File: src/rtl/button_if.sv
// Button signal bundle: the raw button input plus the conditioned level and event strobes.
interface button_if;
  logic btn;
  logic level;
  logic press_pulse;
  logic release_pulse;
  logic long_pulse;
  logic repeat_pulse;

  modport master (
    output btn,
    input  level, press_pulse, release_pulse, long_pulse, repeat_pulse
  );

  modport slave (
    input  btn,
    output level, press_pulse, release_pulse, long_pulse, repeat_pulse
  );
endinterface

File: src/rtl/button_conditioner.sv
// Synchronizes and debounces a raw button, then emits press/release/long-press strobes.
// Define BUTTON_COND_REPEAT_EN to add periodic auto-repeat strobes while a long press is held.
module button_conditioner #(
  parameter int DEBOUNCE_CYCLES = 8,
  parameter int LONG_CYCLES     = 64,
  parameter int REPEAT_CYCLES   = 16
) (
  input  logic     clk,
  input  logic     reset,
  button_if.slave  bus
);

  if (DEBOUNCE_CYCLES < 1 || DEBOUNCE_CYCLES > 65535 ||
      LONG_CYCLES < 1 || LONG_CYCLES > 1048575 ||
      REPEAT_CYCLES < 1 || REPEAT_CYCLES > 65535) begin : g_param_check
    $error("button_conditioner: parameter out of legal range");
  end

  typedef enum logic [1:0] {
    IDLE = 2'd0,
    HELD = 2'd1,
    LONG = 2'd2
  } state_t;

  localparam logic [15:0] DB_LAST   = 16'(DEBOUNCE_CYCLES - 1);
  localparam logic [19:0] HOLD_LAST = 20'(LONG_CYCLES);

  state_t      state;
  logic        sync1;
  logic        btn_s;
  logic [15:0] db_cnt;
  logic        level_q;
  logic [19:0] hold_cnt;
  logic        press_q;
  logic        release_q;
  logic        long_q;

  logic        accept;
  logic        accept_rise;
  logic        accept_fall;

  // A level change is accepted on the edge where the mismatch has persisted DEBOUNCE_CYCLES samples.
  assign accept      = (btn_s != level_q) && (db_cnt == DB_LAST);
  assign accept_rise = accept && !level_q;
  assign accept_fall = accept && level_q;

`ifdef BUTTON_COND_REPEAT_EN
  localparam logic [15:0] REP_LAST = 16'(REPEAT_CYCLES);

  logic [15:0] rep_cnt;
  logic        repeat_q;
`endif

  always_ff @(posedge clk or posedge reset) begin
    if (reset) begin
      state     <= IDLE;
      sync1     <= 1'b0;
      btn_s     <= 1'b0;
      db_cnt    <= '0;
      level_q   <= 1'b0;
      hold_cnt  <= '0;
      press_q   <= 1'b0;
      release_q <= 1'b0;
      long_q    <= 1'b0;
`ifdef BUTTON_COND_REPEAT_EN
      rep_cnt   <= '0;
      repeat_q  <= 1'b0;
`endif
    end else begin
      sync1 <= bus.btn;
      btn_s <= sync1;

      if (btn_s == level_q) begin
        db_cnt <= '0;
      end else if (db_cnt == DB_LAST) begin
        db_cnt  <= '0;
        level_q <= !level_q;
      end else begin
        db_cnt <= db_cnt + 16'd1;
      end

      press_q   <= accept_rise;
      release_q <= accept_fall;
      long_q    <= 1'b0;
`ifdef BUTTON_COND_REPEAT_EN
      repeat_q  <= 1'b0;
`endif

      // Release is checked first in HELD and LONG so it beats a coincident long or repeat event.
      unique case (state)
        IDLE: begin
          if (accept_rise) begin
            state    <= HELD;
            hold_cnt <= 20'd1;
          end
        end
        HELD: begin
          if (accept_fall) begin
            state <= IDLE;
          end else if (hold_cnt == HOLD_LAST) begin
            state  <= LONG;
            long_q <= 1'b1;
`ifdef BUTTON_COND_REPEAT_EN
            rep_cnt <= 16'd1;
`endif
          end else begin
            hold_cnt <= hold_cnt + 20'd1;
          end
        end
        LONG: begin
          if (accept_fall) begin
            state <= IDLE;
`ifdef BUTTON_COND_REPEAT_EN
          end else if (rep_cnt == REP_LAST) begin
            rep_cnt  <= 16'd1;
            repeat_q <= 1'b1;
          end else begin
            rep_cnt <= rep_cnt + 16'd1;
`endif
          end
        end
        default: state <= IDLE;
      endcase
    end
  end

  assign bus.level         = level_q;
  assign bus.press_pulse   = press_q;
  assign bus.release_pulse = release_q;
  assign bus.long_pulse    = long_q;
`ifdef BUTTON_COND_REPEAT_EN
  assign bus.repeat_pulse  = repeat_q;
`else
  assign bus.repeat_pulse  = 1'b0;
`endif

endmodule

File: src/flat_wrapper.sv
// flat-port wrapper written by rule: the top's interface ports become plain ports
module button_conditioner_flat 
#(
  parameter int DEBOUNCE_CYCLES = 8,
  parameter int LONG_CYCLES     = 64,
  parameter int REPEAT_CYCLES   = 16
)
  (clk, reset, bus_btn, bus_level, bus_press_pulse, bus_release_pulse, bus_long_pulse, bus_repeat_pulse);
  button_if bus_i ();
  input  logic clk;
  input  logic reset;
  input wire logic [$bits(bus_i.btn)-1:0] bus_btn;
  output wire logic [$bits(bus_i.level)-1:0] bus_level;
  output wire logic [$bits(bus_i.press_pulse)-1:0] bus_press_pulse;
  output wire logic [$bits(bus_i.release_pulse)-1:0] bus_release_pulse;
  output wire logic [$bits(bus_i.long_pulse)-1:0] bus_long_pulse;
  output wire logic [$bits(bus_i.repeat_pulse)-1:0] bus_repeat_pulse;
  assign bus_i.btn = bus_btn;
  assign bus_level = bus_i.level;
  assign bus_press_pulse = bus_i.press_pulse;
  assign bus_release_pulse = bus_i.release_pulse;
  assign bus_long_pulse = bus_i.long_pulse;
  assign bus_repeat_pulse = bus_i.repeat_pulse;
  button_conditioner #(.DEBOUNCE_CYCLES(DEBOUNCE_CYCLES), .LONG_CYCLES(LONG_CYCLES), .REPEAT_CYCLES(REPEAT_CYCLES)) u_core (.clk(clk), .reset(reset), .bus(bus_i));
endmodule
File: config.mk
export PLATFORM = sky130hd
export DESIGN_NAME = button_conditioner_flat
export DESIGN_NICKNAME = d
export VERILOG_FILES = /design/src/rtl/button_if.sv /design/src/rtl/button_conditioner.sv /design/src/flat_wrapper.sv
export SDC_FILE = /design/constraint.sdc
export NUM_CORES = 1
export LEC_CHECK = 0
export BUFFER_PORTS_ARGS = -buffer_cell sky130_fd_sc_hd__buf_4
export CELL_PAD_IN_SITES_DETAIL_PLACEMENT = 1
export CELL_PAD_IN_SITES_GLOBAL_PLACEMENT = 1
export CORE_MARGIN = 8
export CORE_UTILIZATION = 50
export CTS_BUF_LIST = sky130_fd_sc_hd__clkbuf_4
export DETAILED_ROUTE_END_ITERATION = 8
export PLACE_DENSITY = 0.8
export SLEW_MARGIN = 40
export SYNTH_ARGS = -nofsm -noshare
export SYNTH_HDL_FRONTEND = slang
export SYNTH_SLANG_ARGS = --single-unit
File: constraint.sdc
create_clock -name clk -period 2.75 [get_ports clk]
set_clock_uncertainty 0.05 [all_clocks]
set_input_delay 0.275 -clock clk [delete_from_list [all_inputs] [get_ports clk]]
set_output_delay 0.275 -clock clk [all_outputs]
set_load 0.01 [all_outputs]
==> flow_metrics.py <==
metrics = {
    "drt": {
        "dr_total_vias": 1816,
        "drt-initial-drc-count": 49,
        "drtAntennaViolNets": 0,
        "route.detailed.drc": 0,
        "wl_per_cell_um": 17.63,
        "routed_wl_mm": 5.341,
        "drt_pass1_iterations": 4,
        "routed_via_density": 5.993,
    },
    "clock_network": {
        "cts_tree": "done",
        "htreeDepth": 2,
        "cts.sinks": 44,
        "cts_root_buffer": "clkbuf_4",
        "cts_setup_buffers": 0,
        "post_cts_resized": 0,
        "hold_buffers": 2,
        "clk-insertion-delay-late_ns": 0.36,
        "cts_buffers": 5,
        "path_clk_slew_ns": 0.12,
        "cts.path.max_buffers": 2,
    },
    "sta": {
        "timing.hold.ws_ns": 0.3197,
        "finalSetupViolCount": 0,
        "finalHoldViolCount": 0,
        "fin_crit_ns": 2.406,
        "max_freq_mhz": 415.7,
        "worstMarginPinSlew_ns": 0.6297,
        "slew_viol_final": 0,
        "rsz0062_at_grt": "no",
        "tns_ns": 0,
        "slew_headroom": 0.5763,
        "post-route-period-util": 0.8747,
    },
    "worst_setup_path": {
        "crit_chain": "inv_1 > ha_1 > or3b_1 > nand3b_1 > o311ai_2 > a21o_2 > a22o_1",
        "slowest_stage": "dfrtp_1",
        "cpPeakStageDelay_ns": 0.46,
        "critPathLaunchType": "register",
        "crit_fanout": 21,
        "worst-path-buf-inv": 1,
        "crit_family": "compound AO/OA/AOI/OAI gates",
        "cp-end-kind": "register",
        "criticalPathCategory": "reg -> reg",
        "crit_required_ns": 3.00,
        "arrival_ns": 2.65,
    },
    "grt": {
        "grt_pass1_vias": 1926,
        "grt_overflow": 0,
        "antenna_found_initial": 0,
        "grt_max_degree": 45,
        "grt_pass1_wl_mm": 9.315,
        "track_usage": 0.1618,
    },
    "power_and_ir_drop": {
        "vdd_drop_max_uv": 442.0,
        "p_leak_nw": 1.149,
        "powerDensity_nw_per_um2": 642.1,
    },
    "floorplan": {
        "core_area_sq_um": 4629,
        "start_util": 0.5068,
        "io_pins": 8,
        "die_h_um": 84.50,
        "die-area_sq_um": 7140,
        "die_x_um": 84.50,
        "fp-row-count": 25,
    },
    "synth": {
        "async_flop_share": 1.000,
        "syn_nets": 242,
        "ys.flop_type": "dfrtp_1",
        "syn_area_per_cell_sq_um": 9.941,
        "ys_warn_count": 0,
        "synth_edf_count": 0,
        "synth-seq-cells": 44,
        "synth-seq-area-share": 0.4693,
        "synth_cell_types": 45,
        "syn_inst": 236,
        "netlist_area_sq_um": 2346,
    },
    "min_path": {
        "min_path_type": "reg -> reg",
    },
    "placement": {
        "dp.cells": 293,
        "port_buffers": 6,
        "post-dp-hpwl_mm": 3.767,
        "gp_congestion": 0.7641,
    },
    "finish": {
        "stdcell_count": 303,
        "nFillCells": 524,
        "layout-drive-gt1-share": 0.1205,
        "final_common_cell": "dfrtp_1",
        "area_growth_pct": 8.160,
        "num_antenna_cells": 0,
        "final_cell_mix": "dfrtp_1, nand2_1, nor2_1",
        "finalNetCount": 254,
    },
    "job": {
        "maxCapViolations": 0,
    },
    "status": {
        "status": "complete, no violations",
    },
}
logic make-up (layout without fill, tap and decap cells):
group / Yosys count / after routing / synth area share
xor gates and xnor gates: 20 / 20 / 0.07467
adders and majority gates: 3 / 3 / 0.01600
AOI/OAI and AO/OA: 33 / 33 / 0.1136
other: 1 / 1 / 0.001598
buffers and inverters: 14 / 27 / 0.03253
DFF: 44 / 44 / 0.4693
and+or+nand+nor: 120 / 120 / 0.2875
muxes: 1 / 1 / 0.004800
report_power, final:
group	switching [mW]	total [mW]	internal, mW	leakage, nW
sequential	0.117	0.847	0.730	0.586
combinational	0.191	0.367	0.176	0.517
clock	0.215	0.415	0.201	0.0456
final cells by class:
| type | instances | area [sq um] | share of cell area |
|---|---|---|---|
| clock buffer | 6 | 45.04 | 0.01775 |
| clock inverter | 2 | 35.03 | 0.01381 |
| inverter | 8 | 32.53 | 0.01282 |
| multi-input combinational | 178 | 1169 | 0.4606 |
| sequential | 44 | 1101 | 0.4339 |
| tap | 54 | 67.56 | 0.02663 |
| timing repair buffer | 11 | 87.58 | 0.03452 |
final timing paths:
path / from / endpoint / slack, ns / cells past startpoint
worst max-delay path: u_core.hold_cnt[0]$_DFFE_PP0P_ / u_core.hold_cnt[3]$_DFFE_PP0P_ / 0.34 / 7
worst min-delay path: u_core.sync1$_DFF_PP0_ / u_core.btn_s$_DFF_PP0_ / 0.32 / 0
worst max register to register: u_core.hold_cnt[0]$_DFFE_PP0P_ / u_core.hold_cnt[3]$_DFFE_PP0P_ / 0.34 / 7
worst min register to register: u_core.sync1$_DFF_PP0_ / u_core.btn_s$_DFF_PP0_ / 0.32 / 0
max in group asynchronous: reset / u_core.hold_cnt[7]$_DFFE_PP0P_ / 1.80 / 3
min in group asynchronous: reset / u_core.db_cnt[7]$_DFF_PP0_ / 0.48 / 3
flip-flops by register name, summed over array words and instances, names as in the netlist:
name,cells
u_core.state,2
u_core.sync1,1
u_core.bus.level,1
u_core.hold_cnt,20
u_core.btn_s,1
u_core.db_cnt,16
u_core.bus.press_pulse,1
u_core.bus.long_pulse,1
u_core.bus.release_pulse,1
stage by stage:
stage	utilization	total power, mW	worst slack, ns	instance area, sq um
2_1_floorplan	-	1.119	0.7142	2346
3_3_place_gp	0.5259	1.217	0.4360	2435
3_5_place_dp	0.5265	1.231	0.3488	2437
4_1_cts	0.5481	1.652	0.3323	2537
5_1_grt	0.5481	1.725	0.1777	2537
6_report	0.5481	1.629	0.3445	2537
Yosys cell counts (2+ instances only):
cell,count,area share
a221o_1,2,0.0085
a22o_1,6,0.022
and3_1,5,0.013
and4_1,4,0.015
buf_4,2,0.0064
buf_6,2,0.0096
dfrtp_1,44,0.47
ha_1,3,0.016
inv_1,5,0.0080
inv_2,2,0.0032
nand2_1,32,0.051
nand3_1,12,0.026
nand4_1,6,0.016
nor2_1,23,0.037
nor3_1,15,0.032
nor3b_1,3,0.0096
nor4_1,9,0.024
nor4b_4,2,0.020
o21ai_0,5,0.011
o21ai_1,2,0.0043
o22a_1,10,0.037
xnor2_1,6,0.022
xor2_1,14,0.052
layer usage:
layer  global-route usage  up-vias  part of all wire
met5                    0        -                 0
met4              0.05340        0             0.013
met3              0.02927        6             0.015
met2               0.3035       12              0.55
met1               0.1773      920              0.42
li1                     -      878                 -
worst register-to-register path: cells and delay by family (launching register included):
family	cells	cell delay, ns
AOI/OAI and AO/OA	3	0.99
and+or+nand+nor	2	0.63
DFF	1	0.46
adders and majority gates	1	0.13
buffers and inverters	1	0.08
No activity file was read; power rests on OpenSTA's default activity.
